## src/rtl/cmp_arbiter_if.sv

```systemverilog
// Handshake bundle for the shared compare unit: two requesters and one response channel.
// The master side drives requests and consumes responses; the slave side is the arbiter.
interface cmp_arbiter_if;
  logic        a_valid;
  logic        a_ready;
  logic [2:0]  a_op;
  logic [15:0] a_opnd_x;
  logic [15:0] a_opnd_y;

  logic        b_valid;
  logic        b_ready;
  logic [2:0]  b_op;
  logic [15:0] b_opnd_x;
  logic [15:0] b_opnd_y;

  logic        resp_valid;
  logic        resp_ready;
  logic        resp_id;
  logic        resp_result;
  logic        resp_err;

  modport master (
    output a_valid, a_op, a_opnd_x, a_opnd_y,
    input  a_ready,
    output b_valid, b_op, b_opnd_x, b_opnd_y,
    input  b_ready,
    input  resp_valid, resp_id, resp_result, resp_err,
    output resp_ready
  );

  modport slave (
    input  a_valid, a_op, a_opnd_x, a_opnd_y,
    output a_ready,
    input  b_valid, b_op, b_opnd_x, b_opnd_y,
    output b_ready,
    output resp_valid, resp_id, resp_result, resp_err,
    input  resp_ready
  );
endinterface

```

## src/rtl/cmp_arbiter.sv

```systemverilog
// Round-robin arbiter feeding one shared 16-bit signed comparator through a
// two-stage pipeline (S1 = operands, S2 = result driving the response channel).
module cmp_arbiter (
  input  logic          clk,
  input  logic          rst_n,
  cmp_arbiter_if.slave  bus
);

  localparam logic [2:0] OP_EQ  = 3'b000;
  localparam logic [2:0] OP_NE  = 3'b001;
  localparam logic [2:0] OP_LT  = 3'b010;
  localparam logic [2:0] OP_LTE = 3'b011;

  localparam logic OWNER_A = 1'b0;
  localparam logic OWNER_B = 1'b1;

  // Requesters as index 0 (A) and 1 (B)
  logic [1:0]  req_valid;
  logic [1:0]  req_ready;
  logic [2:0]  req_op   [2];
  logic [15:0] req_x    [2];
  logic [15:0] req_y    [2];

  logic [1:0]  grant;
  logic        accept;
  logic        accept_id;

  logic        last_grant_reg;

  logic        s1_valid_reg;
  logic        s1_owner_reg;
  logic [2:0]  s1_op_reg;
  logic [15:0] s1_x_reg;
  logic [15:0] s1_y_reg;

  logic        s2_valid_reg;
  logic        s2_owner_reg;
  logic        s2_result_reg;
  logic        s2_err_reg;

  logic        s2_result_next;
  logic        s2_err_next;

  logic        s1_adv;
  logic        s2_adv;

  assign req_valid = {bus.b_valid, bus.a_valid};
  assign req_op[0] = bus.a_op;
  assign req_op[1] = bus.b_op;
  assign req_x[0]  = bus.a_opnd_x;
  assign req_x[1]  = bus.b_opnd_x;
  assign req_y[0]  = bus.a_opnd_y;
  assign req_y[1]  = bus.b_opnd_y;

  assign s2_adv = !s2_valid_reg || bus.resp_ready;
  assign s1_adv = !s1_valid_reg || s2_adv;

  always_comb begin
    grant = 2'b00;
    if (req_valid[0] && req_valid[1]) begin
      grant = (last_grant_reg == OWNER_B) ? 2'b01 : 2'b10;
    end else begin
      grant = req_valid;
    end
  end

  // Ready is held low while in reset so nothing is accepted on a reset edge
  generate
    for (genvar gi = 0; gi < 2; gi++) begin : g_ready
      assign req_ready[gi] = rst_n && grant[gi] && s1_adv;
    end
  endgenerate

  assign bus.a_ready = req_ready[0];
  assign bus.b_ready = req_ready[1];

  assign accept    = |(req_valid & req_ready);
  assign accept_id = grant[1] ? OWNER_B : OWNER_A;

  // Shared subtractor and condition evaluation on the S1 contents
  logic [15:0] diff;
  logic        zero;
  logic        ovf;
  logic        lt;

  always_comb begin
    diff = s1_x_reg - s1_y_reg;
    zero = (diff == 16'h0000);
    ovf  = (s1_x_reg[15] ^ s1_y_reg[15]) & (diff[15] ^ s1_x_reg[15]);
    lt   = diff[15] ^ ovf;

    s2_result_next = 1'b0;
    s2_err_next    = 1'b0;
    case (s1_op_reg)
      OP_EQ:   s2_result_next = zero;
      OP_NE:   s2_result_next = !zero;
      OP_LT:   s2_result_next = lt;
      OP_LTE:  s2_result_next = lt | zero;
      default: s2_err_next    = 1'b1;
    endcase
  end

  always_ff @(posedge clk) begin
    if (!rst_n) begin
      last_grant_reg <= OWNER_B;
      s1_valid_reg   <= 1'b0;
      s1_owner_reg   <= OWNER_A;
      s1_op_reg      <= 3'b000;
      s1_x_reg       <= 16'h0000;
      s1_y_reg       <= 16'h0000;
      s2_valid_reg   <= 1'b0;
      s2_owner_reg   <= OWNER_A;
      s2_result_reg  <= 1'b0;
      s2_err_reg     <= 1'b0;
    end else begin
      if (accept) begin
        last_grant_reg <= accept_id;
      end

      if (s1_adv) begin
        s1_valid_reg <= accept;
        if (accept) begin
          s1_owner_reg <= accept_id;
          s1_op_reg    <= req_op[accept_id];
          s1_x_reg     <= req_x[accept_id];
          s1_y_reg     <= req_y[accept_id];
        end
      end

      // S2 payload only changes when a new result enters, so a stalled response stays put
      if (s2_adv) begin
        s2_valid_reg <= s1_valid_reg;
        if (s1_valid_reg) begin
          s2_owner_reg  <= s1_owner_reg;
          s2_result_reg <= s2_result_next;
          s2_err_reg    <= s2_err_next;
        end
      end
    end
  end

  assign bus.resp_valid  = s2_valid_reg;
  assign bus.resp_id     = s2_owner_reg;
  assign bus.resp_result = s2_result_reg;
  assign bus.resp_err    = s2_err_reg;

endmodule

```

## src/flat_wrapper.sv

```systemverilog
// flat-port wrapper written by rule: the top's interface ports become plain ports
module cmp_arbiter_flat 
  (clk, rst_n, bus_a_valid, bus_a_op, bus_a_opnd_x, bus_a_opnd_y, bus_a_ready, bus_b_valid, bus_b_op, bus_b_opnd_x, bus_b_opnd_y, bus_b_ready, bus_resp_valid, bus_resp_id, bus_resp_result, bus_resp_err, bus_resp_ready);
  cmp_arbiter_if bus_i ();
  input  logic clk;
  input  logic rst_n;
  input wire logic [$bits(bus_i.a_valid)-1:0] bus_a_valid;
  input wire logic [$bits(bus_i.a_op)-1:0] bus_a_op;
  input wire logic [$bits(bus_i.a_opnd_x)-1:0] bus_a_opnd_x;
  input wire logic [$bits(bus_i.a_opnd_y)-1:0] bus_a_opnd_y;
  output wire logic [$bits(bus_i.a_ready)-1:0] bus_a_ready;
  input wire logic [$bits(bus_i.b_valid)-1:0] bus_b_valid;
  input wire logic [$bits(bus_i.b_op)-1:0] bus_b_op;
  input wire logic [$bits(bus_i.b_opnd_x)-1:0] bus_b_opnd_x;
  input wire logic [$bits(bus_i.b_opnd_y)-1:0] bus_b_opnd_y;
  output wire logic [$bits(bus_i.b_ready)-1:0] bus_b_ready;
  output wire logic [$bits(bus_i.resp_valid)-1:0] bus_resp_valid;
  output wire logic [$bits(bus_i.resp_id)-1:0] bus_resp_id;
  output wire logic [$bits(bus_i.resp_result)-1:0] bus_resp_result;
  output wire logic [$bits(bus_i.resp_err)-1:0] bus_resp_err;
  input wire logic [$bits(bus_i.resp_ready)-1:0] bus_resp_ready;
  assign bus_i.a_valid = bus_a_valid;
  assign bus_i.a_op = bus_a_op;
  assign bus_i.a_opnd_x = bus_a_opnd_x;
  assign bus_i.a_opnd_y = bus_a_opnd_y;
  assign bus_a_ready = bus_i.a_ready;
  assign bus_i.b_valid = bus_b_valid;
  assign bus_i.b_op = bus_b_op;
  assign bus_i.b_opnd_x = bus_b_opnd_x;
  assign bus_i.b_opnd_y = bus_b_opnd_y;
  assign bus_b_ready = bus_i.b_ready;
  assign bus_resp_valid = bus_i.resp_valid;
  assign bus_resp_id = bus_i.resp_id;
  assign bus_resp_result = bus_i.resp_result;
  assign bus_resp_err = bus_i.resp_err;
  assign bus_i.resp_ready = bus_resp_ready;
  cmp_arbiter u_core (.clk(clk), .rst_n(rst_n), .bus(bus_i));
endmodule
```

## config.mk

```make
export PLATFORM = sky130hd
export DESIGN_NAME = cmp_arbiter_flat
export DESIGN_NICKNAME = d
export VERILOG_FILES = /design/src/rtl/cmp_arbiter_if.sv /design/src/rtl/cmp_arbiter.sv /design/src/flat_wrapper.sv
export SDC_FILE = /design/constraint.sdc
export NUM_CORES = 1
export LEC_CHECK = 0
export ABC_AREA = 1
export CAP_MARGIN = 10
export CORE_ASPECT_RATIO = 1.1
export CORE_MARGIN = 2
export CORE_UTILIZATION = 49
export DETAILED_ROUTE_END_ITERATION = 8
export PLACE_DENSITY_LB_ADDON = 0.25
export SYNTH_ARGS = -nofsm -noshare
export SYNTH_HDL_FRONTEND = slang
export SYNTH_SLANG_ARGS = --single-unit
export TNS_END_PERCENT = 100
```

## constraint.sdc

```tcl
create_clock -name clk -period 3.64 [get_ports clk]
set_input_delay 1.092 -clock clk [delete_from_list [all_inputs] [get_ports clk]]
set_output_delay 1.092 -clock clk [all_outputs]
set_load 0.02 [all_outputs]
```

* Yosys cells after proc, flatten, opt, wreduce, memory -nomap -nowiden *
Index checks and enable logic that the tools add are counted.

operators by class
  add/subtract/negate cells = 1
  magnitude comparators = 1
  equal/unequal tests = 3
  mux-type cells = 14
  bitwise logic cells = 7
  reductions and logical operators = 16

operator list
  kind                                                      count
  two-way mux 16 bit                                        6
  logical NOT 16 bit                                        1
  subtractor 16 bit                                         1
  two-way mux 3 bit                                         3
  == test 3 x 2 -> 1 bit, second input constant             2
  logical AND 1 bit                                         5
  two-way mux 2 bit                                         2
  one-hot mux 1 bit (4 select lines)                        1
  AND reduction 2 bit                                       2
  OR reduction 4 bit                                        1
  == test 3 x 1 -> 1 bit, second input constant             1
  logical NOT 1 bit                                         3
  logical NOT 3 bit                                         1
  XOR 1 bit                                                 3
  AND 2 bit                                                 1
  greater-or-equal comparator 2 bit, second input constant  1
  logical OR 1 bit                                          2
  two-way mux 1 bit                                         2
  inverter 1 -> 2 bit                                       1
  OR reduction 2 bit                                        1
  AND 1 bit                                                 1
  OR 1 bit                                                  1

storage, ports and cells
  flip-flop bits (word level) = 42
  input bits = 75
  output and inout port bits = 6
  logic and storage cells = 52

* Longest topological paths before layout *
  depth after elaboration = 7
  gate-level depth with buffers = 26
  depth with buffers taken out = 26

* Worst setup path after synthesis *
Ideal clock, no wire load.

  path kind = reg-to-reg
  start = register u_core.s1_y_reg[6]
  end = register u_core.s2_result_reg, in the netlist u_core.bus.resp_result
  arrival time = 2.755 ns
  required time = 3.524 ns
  slack = 0.769 ns
  cell stages (with the launch flop) = 25
  buffers on the path = 0
  period minus slack after synthesis = 2.871 ns
  cells stage by stage = dfxtp_1 inv_1 ha_1 nand2_2 nor2_2 and2_1 nand2_2 nand2_1 nand2_1 nand2_1 a21oi_1 fa_1 nand3_1 a21oi_1 nand3_1 nor2_1 nand3_1 nor2_1 nand2_1 nor2_1 nor2_1 nor2_1 nand2_1 nand2_1 a21oi_2

on the way
  word-level cells in the longest chain between the ends = 6

RTL lines
  item                                  line                source
  start: declaration                    cmp_arbiter.sv:34   logic [15:0] s1_y_reg;
  start signal: assignment              cmp_arbiter.sv:126  s1_y_reg <= req_y[accept_id];
  subtractor 16 bit *                   cmp_arbiter.sv:87   diff = s1_x_reg - s1_y_reg;
  XOR 1 bit                             cmp_arbiter.sv:89   ovf = (s1_x_reg[15] ^ s1_y_reg[15]) & (diff[15] ^ s1_x_reg[15]);
  AND 1 bit                             cmp_arbiter.sv:89
  XOR 1 bit                             cmp_arbiter.sv:90   lt = diff[15] ^ ovf;
  OR 1 bit                              cmp_arbiter.sv:98   OP_LTE: s2_result_next = lt | zero;
  one-hot mux 1 bit (4 select lines) *  cmp_arbiter.sv:94   case (s1_op_reg)
  end signal: assignment                cmp_arbiter.sv:135  s2_result_reg <= s2_result_next;
  end: declaration                      cmp_arbiter.sv:38   logic s2_result_reg;

Mark *: on every way between the ends. The rest lies on a longest branch, timed or not.
A chain may end at the register's enable or synchronous reset.

* Worst setup path in the final report *
  start = register u_core.s1_y_reg[5]
  end = register u_core.s2_result_reg, in the netlist u_core.bus.resp_result

The elaborated chain is that of the path after synthesis.

==> impl_metrics.yaml <==
outcome:
  outcome: "finished clean"
synth:
  syn_avg_cell_area_um2: 6.11
  ys_ff_latch: 42
  syn_nets: 582
  ys_types: 23
  yosysSeqAreaShare_pct: 28.1
  synth_cells: 490
  ys_warn_count: 0
  syn-cell-area_mm2: 0.00300
detailed_routing:
  via_count: 3335
  antenna_left: 0
  drt-pass1-iter-count: 5
  vias_per_cell: 5.20
  drt-initial-drc-count: 236
  drc: 0
  wirelength_um: 8080
  wl_per_cell_um: 12.6
clock_network:
  clkLatencyLatePin_ps: 290
  clockBufferDepth: 2
  cts_tree: "yes"
  post_cts_buffers: 0
  htreeDepth: 2
  cts_buffers: 5
  clk_pin_slew_ps: 80
  cts-root-buf: "clkbuf_8"
  cts.sinks: 42
sta:
  finalCritPeriodShare_pct: 93.0
  grt_setup_unrepaired: "true"
  drv_slew: 0
  max_freq_mhz: 295
  tightest_slew_ps: 932
  finalClockSkew_ps: 3.76
  min_period_ps: 3380
  relSlewSlack_pct: 37.8
  setup_viol: 0
  hold_viol_final: 0
  fin_setup_tns_ps: 0
grt:
  grt_pass1_wl_um: 13500
  top_usage_layer: "met2"
  grtUsageMet2_pct: 42.4
  grt_pass1_vias: 3150
  met1_usage_pct: 32.1
  gr-usage-met3_pct: 3.37
  grt_max_degree: 71
  grt_usage_pct: 24.6
  grt_overflow: 0
  antenna_found_initial: 0
pwr:
  pwr-share-clk_pct: 23.1
  leakage_nw: 1.92
  p_int_w: 0.000987
  vdd_drop_max_v: 0.000278
  netSwitchingPower_w: 0.000579
  swShare_pct: 37.0
  power_density_mw_per_mm2: 389
  power_frac_comb_pct: 43.2
  seqPwrFrac_pct: 33.6
critical_path:
  endpoint_kind: "register"
  reg2reg_depth: 24
  rr_endpoint: "u_core.bus.resp_result$_SDFFE_PN0P_"
  critical_path_arrival_ps: 3570
  r2r-start: "u_core.s1_y_reg[5]$_SDFFE_PN0P_"
  cp.required_ps: 3830
  crit_fanout: 5
  crit_path_start_kind: "register"
  criticalPathCategory: "reg2reg"
  regToRegSetupSlack_ps: 260
placed_design:
  portBuffers: 80
  hpwl_um: 6250
  gp_congestion: 0.922
final_layout:
  fin_util_pct: 68.9
  area_growth_pct: 34.4
  layout.nets: 655
  drive_above_1_share_pct: 6.74
  diodes: 0
min_path:
  hp-class: "reg2reg"
  worstHoldStart: "u_core.s1_owner_reg$_SDFFE_PN0P_"
  min_to: "u_core.bus.resp_id$_SDFFE_PN0P_"
  min_path_cells: 2
floorplan:
  initial_core_util_pct: 51.3
  core_area_mm2: 0.00584
  rows: 29
  die_h_um: 86
  io_pins: 81
  die-area_mm2: 0.00675
  die_w_um: 78.5
flow_run:
  maxCapViolCount: 0
## synthesized netlist by cell type (all sizes together)
library cell  number  area (µm²)
and2               2        12.5
nand2            144         558
nor2              24        95.1
dfxtp             42         841
a31oi             35         219
buf                3        15.0
ha                15         188
o21ai             37         185
nand3             64         325
inv               78         293
a21oi             14        73.8
fa                 2        40.0
nand3b             2        15.0
o31ai              1        7.51
nor3               1        10.0
nand4              8        50.1
clkbuf            18        67.6
## per-layer routing
| layer | up-vias | routed length, µm |
|---|---|---|
| met1 | 1474 | 3720 |
| met3 | 11 | 424 |
| li1 | 1750 | - |
| met5 | - | 0 |
| met4 | 0 | 133 |
| met2 | 100 | 3800 |
## what timing repair did
action                                  4_1_cts  5_1_grt
hold buffers                                  0        0
endpoints found under the setup margin        1        2
resized for setup                             1       11
## stage by stage
stage	cells	instance area, µm²	power [W]	setup slack, ps	hold WS, ps
after floorplan	490	3000	0.000985	769	430
after global routing	641	4030	0.00169	-43.3	501
after global placement	633	3860	0.00117	43.1	445
after detailed placement	633	3860	0.00118	2.08	455
after CTS	641	3970	0.00155	25.6	468
final	641	4030	0.00157	255	463
## placed cells by master, fill, tap and decap left out, drive strengths merged, types with 14 or more instances in the layout
master and count:
nor2 24, ha 15, a31oi 35, nand3 64, clkdlybuf4s50 78, dfxtp 42, a21oi 14, o21ai 37
nand2 144, inv 78
## layout make-up
| type | instances | area [µm²] |
|---|---|---|
| multi-input cells | 349 | 1830 |
| fillers | 533 | 1820 |
| repair buffers | 87 | 855 |
| flip-flops and latches | 42 | 841 |
| inverters | 78 | 293 |
| well taps | 77 | 96.3 |
| clock buffers | 6 | 72.6 |
| clock inverters | 2 | 37.5 |
## power groups by stage
stage | registers (W) | logic (W) | clock network, W
after floorplan | 0.000531 | 0.000454 | 0
after global placement | 0.000535 | 0.000633 | 0
after detailed placement | 0.000536 | 0.000649 | 0
after CTS | 0.000526 | 0.000653 | 0.000367
after global routing | 0.000532 | 0.000762 | 0.000394
final | 0.000527 | 0.000677 | 0.000362
## critical path, stage by stage (launching register included)
cell     delay (ps)
dfxtp_1         340
inv_1            70
ha_2            380
nand2_2          90
nor2_2          170
and2_1          160
nand2_2          70
nand2_1          80
nand2_1          70
nand2_1          70
a21oi_1          80
fa_1            500
nand3_1          90
a21oi_1         130
nand3_1          90
nor2_1          140
nand3_1         110
nor2_2          140
nand2_1          90
nor2_1          100
nor2_1           40
nor2_1           90
nand2_1          80
nand2_1          90
a21oi_2          50
## cells by family (layout without fill, tap and decap cells)
kind of cell / count (synthesis) / after routing / share of synthesized area [%]
and+or+nand+nor: 245 / 245 / 35.6
buffers and inverters: 99 / 173 / 12.5
AOI/OAI and AO/OA: 87 / 87 / 16.2
DFF: 42 / 42 / 28.1
adders and majority gates: 17 / 17 / 7.60
## worst max path at each step
stage	startpoint	end	slack (ps)	cells past startpoint
finish	u_core.s1_y_reg[5]$_SDFFE_PN0P_	u_core.bus.resp_result$_SDFFE_PN0P_	260	24
global route	u_core.s1_y_reg[8]$_SDFFE_PN0P_	u_core.bus.resp_result$_SDFFE_PN0P_	-40	24
CTS	bus_resp_ready	bus_b_ready	30	6
detailed placement	bus_a_valid	bus_a_ready	2	6
global placement	bus_resp_ready	bus_b_ready	40	6
floorplan	u_core.s1_y_reg[6]$_SDFFE_PN0P_	u_core.bus.resp_result$_SDFFE_PN0P_	770	24
(Power assumes the default switching activity.)
